--- src/rtl/qreg_ctl_pkg.sv ---
// Shared encodings for the Q register control slice.
// Latency: n/a (types and constants only).
// Backpressure: n/a.
package qreg_ctl_pkg;

  // Effective Q operation, as driven on {qs1,qs0}
  typedef enum logic [1:0] {
    Q_HOLD = 2'b00,
    Q_SHL  = 2'b01,
    Q_SHR  = 2'b10,
    Q_LOAD = 2'b11
  } q_op_t;

  // Shift sequencer states
  typedef enum logic {
    SEQ_IDLE = 1'b0,
    SEQ_RUN  = 1'b1
  } seq_state_t;

endpackage

--- src/rtl/qreg_ctl_if.sv ---
// Bundle of machine-state, IR, ALU and sequencer signals around the Q register.
// Latency: n/a (wiring only).
// Backpressure: none; the sequencer simply ignores starts while busy.
interface qreg_ctl_if #(
  parameter int WIDTH = 32,
  parameter int CNT_W = 6
);
  logic             state_alu;
  logic             state_write;
  logic             state_mmu;
  logic             state_fetch;
  logic [1:0]       ir_q;
  logic             iralu;
  logic             srcq;
  logic [WIDTH-1:0] alu;
  logic             seq_start;
  logic             seq_dir;
  logic [CNT_W-1:0] seq_count;
  logic [WIDTH-1:0] q;
  logic             qs0;
  logic             qs1;
  logic             qdrive;
  logic             seq_busy;
  logic             seq_done;

  // Machine control / stimulus side
  modport master (
    output state_alu, state_write, state_mmu, state_fetch,
    output ir_q, iralu, srcq, alu, seq_start, seq_dir, seq_count,
    input  q, qs0, qs1, qdrive, seq_busy, seq_done
  );

  // Q control block side
  modport slave (
    input  state_alu, state_write, state_mmu, state_fetch,
    input  ir_q, iralu, srcq, alu, seq_start, seq_dir, seq_count,
    output q, qs0, qs1, qdrive, seq_busy, seq_done
  );
endinterface

--- src/rtl/qreg_seq.sv ---
// Autonomous shift sequencer: issues N shift steps, one per write-state cycle.
// Latency: busy from the cycle after start; done pulses the cycle after the last step.
// Backpressure: starts while running are dropped; steps stall until state_write.
module qreg_seq
  import qreg_ctl_pkg::*;
#(
  parameter int CNT_W = 6
) (
  input  logic             clk,
  input  logic             reset,
  input  logic             state_write,
  input  logic             seq_start,
  input  logic             seq_dir,
  input  logic [CNT_W-1:0] seq_count,
  output logic             seq_busy,
  output logic             seq_done,
  output logic [1:0]       ovr_sel
);

  seq_state_t       state_r, state_n;
  logic [CNT_W-1:0] cnt_r, cnt_n;
  logic             dir_r, dir_n;
  logic             done_r, done_n;

  // State, counter, direction and done-pulse registers; reset dominates
  always_ff @(posedge clk) begin
    if (reset) begin
      state_r <= SEQ_IDLE;
      cnt_r   <= '0;
      dir_r   <= 1'b0;
      done_r  <= 1'b0;
    end else begin
      state_r <= state_n;
      cnt_r   <= cnt_n;
      dir_r   <= dir_n;
      done_r  <= done_n;
    end
  end

  // Next-state: latch a non-empty request, count steps down on write cycles
  always_comb begin
    state_n = state_r;
    cnt_n   = cnt_r;
    dir_n   = dir_r;
    done_n  = 1'b0;
    case (state_r)
      SEQ_IDLE: begin
        if (seq_start) begin
          if (seq_count != '0) begin
            state_n = SEQ_RUN;
            cnt_n   = seq_count;
            dir_n   = seq_dir;
          end else begin
            // Empty request completes immediately without touching Q
            done_n = 1'b1;
          end
        end
      end
      SEQ_RUN: begin
        if (state_write) begin
          cnt_n = cnt_r - 1'b1;
          if (cnt_r == {{(CNT_W-1){1'b0}}, 1'b1}) begin
            state_n = SEQ_IDLE;
            done_n  = 1'b1;
          end
        end
      end
      default: state_n = SEQ_IDLE;
    endcase
  end

  assign seq_busy = (state_r == SEQ_RUN);
  assign seq_done = done_r;
  assign ovr_sel  = dir_r ? Q_SHR : Q_SHL;

endmodule

--- src/rtl/qreg_ctl.sv ---
// Q register with IR-decoded hold/shift/load and an autonomous shift sequencer.
// Latency: Q updates on the edge ending a write-state cycle; selects/qdrive are combinational.
// Backpressure: none; the sequencer owns the selects while busy and IR Q ops are ignored.
module qreg_ctl
  import qreg_ctl_pkg::*;
#(
  parameter int WIDTH = 32,
  parameter int CNT_W = 6
) (
  input  logic       clk,
  input  logic       reset,
  qreg_ctl_if.slave  bus
);

  logic [WIDTH-1:0] q_r;
  logic [1:0]       sel;
  logic [1:0]       ovr_sel;
  logic             seq_busy;

  qreg_seq #(.CNT_W(CNT_W)) u_seq (
    .clk         (clk),
    .reset       (reset),
    .state_write (bus.state_write),
    .seq_start   (bus.seq_start),
    .seq_dir     (bus.seq_dir),
    .seq_count   (bus.seq_count),
    .seq_busy    (seq_busy),
    .seq_done    (bus.seq_done),
    .ovr_sel     (ovr_sel)
  );

  // Effective select: sequencer override while busy, else IR field gated by iralu
  always_comb begin
    sel = bus.ir_q & {2{bus.iralu}};
    if (seq_busy) sel = ovr_sel;
  end

  // Q datapath: only the write state changes Q
  always_ff @(posedge clk) begin
    if (reset) begin
      q_r <= '0;
    end else if (bus.state_write) begin
      case (sel)
        Q_SHL:   q_r <= {q_r[WIDTH-2:0], ~bus.alu[WIDTH-1]};
        Q_SHR:   q_r <= {bus.alu[0], q_r[WIDTH-1:1]};
        Q_LOAD:  q_r <= bus.alu;
        default: q_r <= q_r;
      endcase
    end
  end

  assign bus.q        = q_r;
  assign bus.qs0      = sel[0];
  assign bus.qs1      = sel[1];
  assign bus.seq_busy = seq_busy;
  assign bus.qdrive   = bus.srcq & (bus.state_alu | bus.state_write |
                                    bus.state_mmu | bus.state_fetch);

endmodule

--- src/flat_wrapper.sv ---
// flat-port wrapper written by rule: the top's interface ports become plain ports
module qreg_ctl_flat import qreg_ctl_pkg::*;
#(
  parameter int WIDTH = 32,
  parameter int CNT_W = 6
)
  (clk, reset, bus_state_alu, bus_state_write, bus_state_mmu, bus_state_fetch, bus_ir_q, bus_iralu, bus_srcq, bus_alu, bus_seq_start, bus_seq_dir, bus_seq_count, bus_q, bus_qs0, bus_qs1, bus_qdrive, bus_seq_busy, bus_seq_done);
  qreg_ctl_if #(.WIDTH(WIDTH), .CNT_W(CNT_W)) bus_i ();
  input  logic clk;
  input  logic reset;
  input wire logic [$bits(bus_i.state_alu)-1:0] bus_state_alu;
  input wire logic [$bits(bus_i.state_write)-1:0] bus_state_write;
  input wire logic [$bits(bus_i.state_mmu)-1:0] bus_state_mmu;
  input wire logic [$bits(bus_i.state_fetch)-1:0] bus_state_fetch;
  input wire logic [$bits(bus_i.ir_q)-1:0] bus_ir_q;
  input wire logic [$bits(bus_i.iralu)-1:0] bus_iralu;
  input wire logic [$bits(bus_i.srcq)-1:0] bus_srcq;
  input wire logic [$bits(bus_i.alu)-1:0] bus_alu;
  input wire logic [$bits(bus_i.seq_start)-1:0] bus_seq_start;
  input wire logic [$bits(bus_i.seq_dir)-1:0] bus_seq_dir;
  input wire logic [$bits(bus_i.seq_count)-1:0] bus_seq_count;
  output wire logic [$bits(bus_i.q)-1:0] bus_q;
  output wire logic [$bits(bus_i.qs0)-1:0] bus_qs0;
  output wire logic [$bits(bus_i.qs1)-1:0] bus_qs1;
  output wire logic [$bits(bus_i.qdrive)-1:0] bus_qdrive;
  output wire logic [$bits(bus_i.seq_busy)-1:0] bus_seq_busy;
  output wire logic [$bits(bus_i.seq_done)-1:0] bus_seq_done;
  assign bus_i.state_alu = bus_state_alu;
  assign bus_i.state_write = bus_state_write;
  assign bus_i.state_mmu = bus_state_mmu;
  assign bus_i.state_fetch = bus_state_fetch;
  assign bus_i.ir_q = bus_ir_q;
  assign bus_i.iralu = bus_iralu;
  assign bus_i.srcq = bus_srcq;
  assign bus_i.alu = bus_alu;
  assign bus_i.seq_start = bus_seq_start;
  assign bus_i.seq_dir = bus_seq_dir;
  assign bus_i.seq_count = bus_seq_count;
  assign bus_q = bus_i.q;
  assign bus_qs0 = bus_i.qs0;
  assign bus_qs1 = bus_i.qs1;
  assign bus_qdrive = bus_i.qdrive;
  assign bus_seq_busy = bus_i.seq_busy;
  assign bus_seq_done = bus_i.seq_done;
  qreg_ctl #(.WIDTH(WIDTH), .CNT_W(CNT_W)) u_core (.clk(clk), .reset(reset), .bus(bus_i));
endmodule
--- config.mk ---
export PLATFORM = sky130hd
export DESIGN_NAME = qreg_ctl_flat
export DESIGN_NICKNAME = d
export VERILOG_FILES = /design/src/rtl/qreg_ctl_pkg.sv /design/src/rtl/qreg_ctl_if.sv /design/src/rtl/qreg_seq.sv /design/src/rtl/qreg_ctl.sv /design/src/flat_wrapper.sv
export SDC_FILE = /design/constraint.sdc
export NUM_CORES = 1
export LEC_CHECK = 0
export BUFFER_PORTS_ARGS = -buffer_cell sky130_fd_sc_hd__buf_2
export CAP_MARGIN = 10
export CORE_MARGIN = 2
export CORE_UTILIZATION = 40
export DETAILED_ROUTE_END_ITERATION = 12
export MAX_ROUTING_LAYER = met4
export PLACE_DENSITY = 0.68
export SYNTH_ARGS = -nofsm -noshare
export SYNTH_HDL_FRONTEND = slang
export SYNTH_SLANG_ARGS = --single-unit
--- constraint.sdc ---
create_clock -name clk -period 3.05 [get_ports clk]
set_input_delay 0.4575 -clock clk [delete_from_list [all_inputs] [get_ports clk]]
set_output_delay 0.4575 -clock clk [all_outputs]
set_load 0.01 [all_outputs]
# Yosys cells after proc, flatten, opt, wreduce, memory -nomap -nowiden

Cells that the tools add are included.

Register bits: 41
Logic and storage cells: 42

Eq/ne operators: 7
Bitwise gates (word level): 7
Multiplexer cells: 17
Reduce and logical (&&, ||, !) cells: 5
Add/sub/neg operators: 1

Operators with widths:

| operator                                         | number |
|---|---|
| one-hot mux 32 bit (3 select lines)              | 1 |
| 2-to-1 mux 6 bit                                 | 3 |
| one-hot mux 6 bit (2 select lines)               | 1 |
| 2-to-1 mux 1 bit                                 | 8 |
| == test 6 x 1 -> 1 bit, second input constant    | 1 |
| inequality test 2 bit, second input constant     | 3 |
| AND reduction 3 bit                              | 2 |
| nonzero test 6 bit                               | 1 |
| subtractor 6 x 1 -> 6 bit, second input constant | 1 |
| == test 2 bit, second input constant             | 2 |
| 2-to-1 mux 2 bit                                 | 2 |
| one-hot mux 1 bit (2 select lines)               | 2 |
| OR 1 bit                                         | 3 |
| nonzero test 3 bit                               | 1 |
| AND 2 bit                                        | 1 |
| == test 2 x 1 -> 1 bit, second input constant    | 1 |
| NOT 1 bit                                        | 2 |
| AND reduction 2 bit                              | 1 |
| AND 1 bit                                        | 1 |

# Logic depth before layout (Yosys ltp)

Gate-level depths: netlist (run 1).

Word-level depth: 5
Depth in mapped cells: 6

# Cells and area by module

From an unflattened synthesis (run 1), not the netlist that was laid out.

Cells, all modules: 258
Area total of the unflattened synthesis: 2132.0 µm²

By module, submodules not included:

| module   | times used | cells an instance | area an instance (µm²) |
|---|---|---|---|
| qreg_ctl | 1          | 193               | 1584.0 |
| qreg_seq | 1          | 65                | 548.0 |

# Least setup slack after synthesis (run 1)

Ideal clock, no wire load.

Kind: input port to flip-flop
Start: input port bus_seq_count[4]
End: register u_core.u_seq.cnt_r[3]
Stages on the path: 4
Buffers on the path: 0
Data required time: 2.917 ns
Setup slack: 1.293 ns
Arrival: 1.625 ns
Library setup time: 0.133 ns
Path through: or4_4 o31a_2 o311ai_1 nor3_1

Cells in the longest elaborated chain, start to end: 3

RTL lines:

| what                                   | line               | RTL |
|---|---|---|
| start: declaration                     | flat_wrapper.sv:21 | `input wire logic [$bits(bus_i.seq_count)-1:0] bus_seq_count;` |
| nonzero test 6 bit                     | qreg_seq.sv:49     | `if (seq_count != '0) begin` |
| inequality test 2 bit (no source line) | --                 |  |
| AND reduction 3 bit (no source line)   | --                 |  |
| end signal: assignment                 | qreg_seq.sv:34     | `cnt_r <= cnt_n;` |
| end: declaration                       | qreg_seq.sv:21     | `logic [CNT_W-1:0] cnt_r, cnt_n;` |

No other way between the ends.
A chain may end at the register's enable or synchronous reset.

# Final worst setup path (run 1)

Start: register u_core.u_seq.state_r, in the netlist u_core.u_seq.seq_busy
End: output port bus_qs0

Cells in the longest elaborated chain, start to end: 1

RTL lines:

| what                     | line               | RTL |
|---|---|---|
| start: declaration       | qreg_seq.sv:20     | `seq_state_t state_r, state_n;` |
| start signal: assignment | qreg_seq.sv:33     | `state_r <= state_n;` |
| 2-to-1 mux 2 bit         | qreg_ctl.sv:35     | `if (seq_busy) sel = ovr_sel;` |
| end: declaration         | flat_wrapper.sv:23 | `output wire logic [$bits(bus_i.qs0)-1:0] bus_qs0;` |

No other way between the ends.

==> impl_metrics.env, run 1 <==
export IMPL_numCtsBuffers=5
export IMPL_diodes=0
export IMPL_grt_start_max_net_pins=34
export IMPL_cts_root_buf="clkbuf_8"
export IMPL_tns_ps=0
export IMPL_first_pass_iters=4
export IMPL_most_common_layout_cells="buf_2 (86), dfxtp_1 (41), nand2_1 (37)"
export IMPL_via_count=2083
export IMPL_critPathTopFamily="flip-flops"
export IMPL_drc=0
export IMPL_grt_setup_unrepaired="false"
export IMPL_relSlewSlack=0.400
export IMPL_core_area_um2=5470
export IMPL_drt_iter0_markers=105
export IMPL_post_cts_resized=0
export IMPL_die_h_um=78.8
export IMPL_sw_frac_of_total=0.258
export IMPL_skew_ps=3.06
export IMPL_fin_util=0.515
export IMPL_slew_viol_final=0
export IMPL_clkLatencyLatePin_ps=300
export IMPL_crit_fanout=33
export IMPL_setup_slack_ps=796
export IMPL_leakage_nw=1.24
export IMPL_ant_nets=0
export IMPL_layout_drive_gt1_share=0.409
export IMPL_grt_total_usage=0.179
export IMPL_synth_compound_area_frac=0.156
export IMPL_drv_cap=0
export IMPL_cts_sinks=41
export IMPL_rows=27
export IMPL_hpwl_um=3810
export IMPL_die_w_um=78.8
export IMPL_layout_commonest_cell="buf_2"
export IMPL_p_per_area_nw_per_um2=424
export IMPL_floorplan_die_area_um2=6210
export IMPL_synth_warnings=0
export IMPL_ios=87
export IMPL_routed_via_density=5.25
export IMPL_synth_top_family_by_area="multiplexers"
export IMPL_syn_area_per_cell_um2=9.18
export IMPL_crit_chain="nand3b_1, buf_4, o21ai_0, buf_2"
export IMPL_cts_tree="done"
export IMPL_post_cts_buffers=0
export IMPL_cell_internal_pwr_w=0.000886
export IMPL_routabilityCongestion=0.882
export IMPL_clkPwrFrac=0.355
export IMPL_nets=377
export IMPL_ys_seq_area_frac=0.366
export IMPL_hold_viol_final=0
export IMPL_finalWirelength_um=5330
export IMPL_post_place_ws_ps=1040
export IMPL_power_w=0.00119
export IMPL_start_kind="flop"
export IMPL_place_area_um2=2710
export IMPL_power_share_sequential=0.477
export IMPL_async_flop_share=0
export IMPL_ys_ff_latch=41
export IMPL_critPathBufInv=2
export IMPL_hold_class="input pin to flop"
export IMPL_cts_hold_buffers_added=0
export IMPL_start_util=0.409
export IMPL_synth_adder_area_share=0.0112
export IMPL_ys_types=36
export IMPL_grt_pass1_vias=1939
export IMPL_fmax_ghz=0.444
export IMPL_clk_path_buf_depth=2
export IMPL_synth_edf_count=0
export IMPL_synthFlopType="dfxtp_1"
export IMPL_antenna_found_initial=0
export IMPL_synthesis_instances=244
export IMPL_synthXorXnorAreaFrac=0
export IMPL_io_buffers=86
export IMPL_criticalPathCategory="flop to output port"
export IMPL_synth_simple_area_share=0.131
export IMPL_peakVddDrop_mv=0.287
export IMPL_synth_fp_nets=296
export IMPL_slowest_stage="dfxtp_1"
export IMPL_final_area_um2=2820
export IMPL_status="completed"
export IMPL_grt_remaining_overflow=0
export IMPL_finalSetupViolations=0
export IMPL_post_route_period_util=0.739
export IMPL_cts_max_level=2
export IMPL_power_frac_comb=0.168
export IMPL_clk_pin_slew_worst_paths_ps=70
export IMPL_p_sw_w=0.000308
export IMPL_syn_area_um2=2240
export IMPL_fillers=549
export IMPL_post_drt_wl_per_cell_um=13.4
export IMPL_required_ps=2590
export IMPL_end_kind="output port"
export IMPL_synthMuxAreaShare=0.299
export IMPL_layout_min_cycle_time_ps=2250
export IMPL_grt_pass1_wl_um=8800
export IMPL_tightest_slew_ps=901
export IMPL_area_growth_synth_to_final_pct=25.8
export IMPL_worstPathArrival_ps=1800
export IMPL_cp_slowest_stage_delay_ps=600
==> layer usage <==
layer,track usage,routed length [µm],part of all wire,vias to the layer above
li1,-,-,-,1041
met1,0.219,2430,0.46,972
met2,0.293,2510,0.47,63
met3,0.0364,316,0.059,7
met4,0.0655,72,0.014,0
met5,-,0,0,-
==> logic make-up (layout without fill, tap and decap cells) <==
| logic type | after synthesis | in the layout |
|---|---|---|
| muxes | 63 | 63 |
| and+or+nand+nor | 63 | 63 |
| adders and majority gates | 2 | 2 |
| DFF | 41 | 41 |
| buffers and inverters | 19 | 100 |
| AOI/OAI and AO/OA | 56 | 56 |
==> worst paths after layout <==
path                         startpoint                  to  slack (ps)  cells after the start
hold / removal              bus_seq_dir  u_core.u_seq.dir_r         410                      3
setup / recovery  u_core.u_seq.seq_busy             bus_qs0         800                      4
hold reg to reg        u_core.bus.q[31]    u_core.bus.q[31]         490                      2
setup reg to reg  u_core.u_seq.seq_busy    u_core.bus.q[20]        1080                      6
==> cell usage after synthesis, types with 3 or more instances <==
library cell,instances,share of area
nand3b_1,3,0.010
inv_1,4,0.0067
a21oi_1,7,0.016
nand2_1,37,0.062
buf_2,7,0.016
mux2_2,31,0.16
o21ai_0,35,0.078
nand3_1,3,0.0067
dfxtp_1,41,0.37
mux2i_1,32,0.14
clkbuf_1,7,0.012
nor3_1,6,0.013
nor2_1,4,0.0067
==> layout make-up <==
class | count | area (µm²) | share of cell area
clock buffer | 5 | 68.8 | 0.0244
sequential | 41 | 821 | 0.291
tap | 72 | 90.1 | 0.0320
multi-input combinational | 184 | 1340 | 0.475
inverter | 5 | 18.8 | 0.00666
timing repair buffer | 88 | 445 | 0.158
clock inverter | 2 | 35.0 | 0.0124
==> power by group through the flow <==
stage | registers (W) | clock network (W) | logic, W
2_1_floorplan | 0.000578 | 0 | 0.000137
3_3_place_gp | 0.000581 | 0 | 0.000202
3_5_place_dp | 0.000582 | 0 | 0.000203
4_1_cts | 0.000569 | 0.000439 | 0.000204
5_1_grt | 0.000572 | 0.000454 | 0.000222
6_report | 0.000569 | 0.000424 | 0.000201
==> sequential cells by signal, summed over array words and instances, names as in the netlist <==
name / flops
u_core.bus.q: 32
u_core.u_seq.cnt_r: 6
u_core.u_seq.dir_r: 1
u_core.u_seq.seq_busy: 1
u_core.u_seq.seq_done: 1
==> metrics by stage <==
stage / hold WS [ps] / std cells
after CTS: 401 / 397
after floorplan: 447 / 244
final: 414 / 397
after global routing: 415 / 397
after global placement: 471 / 390
after detailed placement: 480 / 390
==> tightest hold or removal path, cell delays in order <==
cell and delay [ps]:
buf_2 100, nand2_1 50, a21oi_1 50
Power figures use the tool's default switching activity.
==> run 2, diff against run 1 <==
==> constraint.sdc (replaced) <==
create_clock -name clk -period 2.2 [get_ports clk]
set_input_delay 0.33 -clock clk [delete_from_list [all_inputs] [get_ports clk]]
set_output_delay 0.33 -clock clk [all_outputs]
set_load 0.01 [all_outputs]
==> impl_metrics.env, run 2 (synthesis results as in run 1) <==
export IMPL_floorplan_die_area_um2=6210
export IMPL_layout_commonest_cell="buf_2"
export IMPL_cts_max_level=2
export IMPL_fmax_ghz=0.507
export IMPL_first_pass_iters=4
export IMPL_final_area_um2=2880
export IMPL_die_w_um=78.8
export IMPL_skew_ps=2.15
export IMPL_cts_root_buf="clkbuf_8"
export IMPL_routed_via_density=5.17
export IMPL_io_buffers=86
export IMPL_post_route_period_util=0.897
export IMPL_power_frac_comb=0.172
export IMPL_cts_hold_buffers_added=0
export IMPL_diodes=0
export IMPL_leakage_nw=1.27
export IMPL_grt_setup_unrepaired="false"
export IMPL_hold_class="input pin to flop"
export IMPL_grt_pass1_vias=1906
export IMPL_drt_iter0_markers=98
export IMPL_hold_viol_final=0
export IMPL_start_util=0.409
export IMPL_clkPwrFrac=0.368
export IMPL_required_ps=1870
export IMPL_finalSetupViolations=0
export IMPL_routabilityCongestion=0.887
export IMPL_largest_reg_flops=32
export IMPL_layout_drive_gt1_share=0.417
export IMPL_core_area_um2=5470
export IMPL_sw_frac_of_total=0.253
export IMPL_hpwl_um=4000
export IMPL_cp_slowest_stage_delay_ps=580
export IMPL_fin_util=0.526
export IMPL_cell_internal_pwr_w=0.00128
export IMPL_tightest_slew_ps=441
export IMPL_post_drt_wl_per_cell_um=13.4
export IMPL_worstPathArrival_ps=1640
export IMPL_slowest_stage="dfxtp_1"
export IMPL_clk_pin_slew_worst_paths_ps=80
export IMPL_p_per_area_nw_per_um2=594
export IMPL_numCtsBuffers=5
export IMPL_via_count=2085
export IMPL_rows=27
export IMPL_criticalPathCategory="flop to output port"
export IMPL_area_growth_synth_to_final_pct=28.6
export IMPL_layout_min_cycle_time_ps=1970
export IMPL_cts_sinks=41
export IMPL_drc=0
export IMPL_fillers=547
export IMPL_slew_viol_final=0
export IMPL_p_sw_w=0.000432
export IMPL_ios=87
export IMPL_clk_path_buf_depth=2
export IMPL_critPathTopFamily="flip-flops"
export IMPL_peakVddDrop_mv=0.352
export IMPL_post_cts_buffers=0
export IMPL_crit_chain="and3b_1, a21oi_1, inv_2, buf_2"
export IMPL_post_cts_resized=0
export IMPL_tns_ps=0
export IMPL_relSlewSlack=0.704
export IMPL_antenna_found_initial=0
export IMPL_end_kind="output port"
export IMPL_place_area_um2=2760
export IMPL_most_common_layout_cells="buf_2 (86), dfxtp_1 (41), nand2_1 (37)"
export IMPL_drv_cap=0
export IMPL_grt_total_usage=0.178
export IMPL_clkLatencyLatePin_ps=290
export IMPL_grt_pass1_wl_um=8800
export IMPL_status="completed"
export IMPL_start_kind="flop"
export IMPL_critPathBufInv=2
export IMPL_crit_fanout=16
export IMPL_nets=382
export IMPL_finalWirelength_um=5390
export IMPL_ant_nets=0
export IMPL_grt_remaining_overflow=0
export IMPL_power_share_sequential=0.461
export IMPL_grt_start_max_net_pins=22
export IMPL_cts_tree="done"
export IMPL_die_h_um=78.8
## run 2: cell types whose count changed in the layout (fill, tap and decap cells not counted)
cell,change
clkbuf_8,+1
buf_12,+1
buf_4,+4
clkinv_2,-1
clkbuf_1,+1
## run 2: layout make-up
cell class / count / area [µm²] / share of cell area
Clock buffer: 7 / 86.3 / 0.0300
Sequential cell: 41 / 821 / 0.285
Clock inverter: 1 / 30.0 / 0.0104
Tap cell: 72 / 90.1 / 0.0313
Multi-Input combinational cell: 184 / 1340 / 0.465
Timing Repair Buffer: 93 / 495 / 0.172
Inverter: 5 / 18.8 / 0.00652
## run 2: worst register-to-register path, stage by stage (launching register included)
cell     delay, ps
dfxtp_1        580
and3b_1        230
a21oi_1        190
inv_2          180
buf_4          240
mux2i_1        160
o21ai_0         90
## run 2: power by group through the flow
stage,Clock [W],Sequential [W],Combinational [W]
6_report,0.000629,0.000788,0.000294
5_1_grt,0.000679,0.000793,0.000326
4_1_cts,0.000653,0.000788,0.000295
3_5_place_dp,0,0.000805,0.000295
3_3_place_gp,0,0.000805,0.000295
2_1_floorplan,0,0.000801,0.000190
## run 2: path summary, 6_finish.rpt
path | from | depth (start not counted) | slack, ps | to
worst min register to register | u_core.bus.q[9] | 2 | 490 | u_core.bus.q[9]
worst max register to register | u_core.u_seq.seq_busy | 6 | 410 | u_core.bus.q[4]
worst min-delay path | bus_seq_dir | 3 | 300 | u_core.u_seq.dir_r
worst max-delay path | u_core.u_seq.seq_busy | 4 | 230 | bus_qs1
## run 2: metal layers
layer,part of all wire,GRT usage
met5,0,-
met2,0.47,0.299
met4,0.0070,0.0500
met3,0.058,0.0352
met1,0.46,0.219
## run 2: metrics by stage
| step | total power, W | setup WS, ps | hold WS, ps | std cells |
|---|---|---|---|---|
| 3_5_place_dp | 0.00110 | 372 | 485 | 395 |
| 5_1_grt | 0.00180 | 104 | 292 | 403 |
| 2_1_floorplan | 0.000991 | 570 | 447 | 244 |
| 4_1_cts | 0.00174 | 221 | 281 | 403 |
| 3_3_place_gp | 0.00110 | 404 | 474 | 395 |
| 6_report | 0.00171 | 227 | 296 | 403 |
==> run 3, diff against run 2 <==
--- a/config.mk
+++ b/config.mk
@@ -7,7 +7,6 @@
 export LEC_CHECK = 0
 export BUFFER_PORTS_ARGS = -buffer_cell sky130_fd_sc_hd__buf_2
 export CAP_MARGIN = 10
-export CORE_MARGIN = 2
 export CORE_UTILIZATION = 40
 export DETAILED_ROUTE_END_ITERATION = 12
 export MAX_ROUTING_LAYER = met4
==> impl_metrics.env, run 3 (synthesis results as in run 1) <==
export IMPL_final_area_um2=2830
export IMPL_drv_cap=0
export IMPL_routed_via_density=5.21
export IMPL_peakVddDrop_mv=0.371
export IMPL_start_kind="flop"
export IMPL_drt_iter0_markers=90
export IMPL_crit_chain="nand3b_1, buf_4, o21ai_0, buf_2"
export IMPL_layout_drive_gt1_share=0.417
export IMPL_relSlewSlack=0.703
export IMPL_grt_remaining_overflow=0
export IMPL_numCtsBuffers=5
export IMPL_floorplan_die_area_um2=5900
export IMPL_tns_ps=0
export IMPL_cts_sinks=41
export IMPL_io_buffers=86
export IMPL_ios=87
export IMPL_crit_fanout=33
export IMPL_r2r_start="u_core.u_seq.seq_busy"
export IMPL_slowest_stage="dfxtp_1"
export IMPL_cp_slowest_stage_delay_ps=390
export IMPL_status="completed"
export IMPL_nets=382
export IMPL_required_ps=1870
export IMPL_hold_viol_final=0
export IMPL_largest_reg_flops=32
export IMPL_slew_viol_final=0
export IMPL_post_cts_buffers=0
export IMPL_post_cts_resized=0
export IMPL_post_drt_wl_per_cell_um=13.1
export IMPL_finalWirelength_um=5270
export IMPL_fmax_ghz=0.534
export IMPL_grt_pass1_vias=1921
export IMPL_grt_total_usage=0.187
export IMPL_place_area_um2=2750
export IMPL_core_area_um2=5240
export IMPL_path_depth=4
export IMPL_start_util=0.428
export IMPL_clk_path_buf_depth=2
export IMPL_ant_nets=0
export IMPL_tightest_slew_ps=445
export IMPL_finalSetupViolations=0
export IMPL_hpwl_um=3850
export IMPL_leakage_nw=1.25
export IMPL_area_growth_synth_to_final_pct=26.4
export IMPL_skew_ps=4.63
export IMPL_layout_min_cycle_time_ps=1870
export IMPL_diodes=0
export IMPL_rows=26
export IMPL_cts_root_buf="clkbuf_8"
export IMPL_most_common_layout_cells="buf_2 (86), dfxtp_1 (41), nand2_1 (37)"
export IMPL_layout_commonest_cell="buf_2"
export IMPL_cts_hold_buffers_added=0
export IMPL_cts_max_level=2
export IMPL_die_w_um=76.8
export IMPL_worstPathArrival_ps=1540
export IMPL_reg2reg_depth=6
export IMPL_critPathTopFamily="buffers and inverters"
export IMPL_first_pass_iters=4
export IMPL_via_count=2091
export IMPL_cts_tree="done"
export IMPL_hold_class="input pin to flop"
export IMPL_grt_pass1_wl_um=8710
export IMPL_end_kind="output port"
export IMPL_die_h_um=76.8
export IMPL_clkLatencyLatePin_ps=290
export IMPL_r2r_end="u_core.bus.q[19]"
export IMPL_grt_start_max_net_pins=34
export IMPL_routabilityCongestion=0.910
export IMPL_r2r_setup_slack_ps=500
export IMPL_grt_setup_unrepaired="false"
export IMPL_clk_pin_slew_worst_paths_ps=80
export IMPL_post_route_period_util=0.851
export IMPL_critPathBufInv=2
export IMPL_p_per_area_nw_per_um2=550
export IMPL_worstHoldPathCells=3
export IMPL_criticalPathCategory="flop to output port"
export IMPL_startpoint="u_core.u_seq.seq_busy"
export IMPL_antenna_found_initial=0
export IMPL_drc=0
export IMPL_crit_path_end="bus_qs0"
run 3: worst reg2reg max path, delay by kind of cell, from the launching register on:
family / cells / cell delay, ps
buffers and inverters: 3 / 750
AO/OA/AOI/OAI: 2 / 200
flip-flops: 1 / 390
multiplexers: 1 / 230
run 3: stage by stage:
step	instances	worst slack, ps	utilization	total power [W]	hold slack, ps
floorplan	244	570	-	0.000991	447
global placement	393	422	0.525	0.00109	477
detailed placement	393	365	0.525	0.00110	469
CTS	401	299	0.541	0.00157	277
global route	401	210	0.541	0.00164	294
finish	401	327	0.541	0.00156	285
run 3: where the power goes:
group / switching (W) / total (W) / internal (W)
Combinational: 0.000152 / 0.000296 / 0.000144
Sequential: 0.0000217 / 0.000785 / 0.000763
Clock: 0.000257 / 0.000477 / 0.000220
run 3: layout make-up:
cell class	count	area, µm²
clock buffer	6	72.6
clock inverter	2	10.0
fill	526	2410
inverter	5	18.8
multi-input combinational	184	1340
sequential	41	821
tap	70	87.6
timing repair buffer	93	483
run 3: layer usage:
layer	part of all wire	track usage	routed length, µm
met1	0.46	0.226	2420
met2	0.47	0.304	2470
met3	0.058	0.0393	305
met4	0.013	0.0750	70
met5	0	-	0
run 3: worst min-delay path by stage:
stage                              end               start
floorplan           u_core.u_seq.dir_r  u_core.u_seq.dir_r
global placement      u_core.bus.q[31]    u_core.bus.q[31]
detailed placement  u_core.u_seq.dir_r  u_core.u_seq.dir_r
CTS                 u_core.u_seq.dir_r         bus_seq_dir
global route        u_core.u_seq.dir_r         bus_seq_dir
finish              u_core.u_seq.dir_r         bus_seq_dir
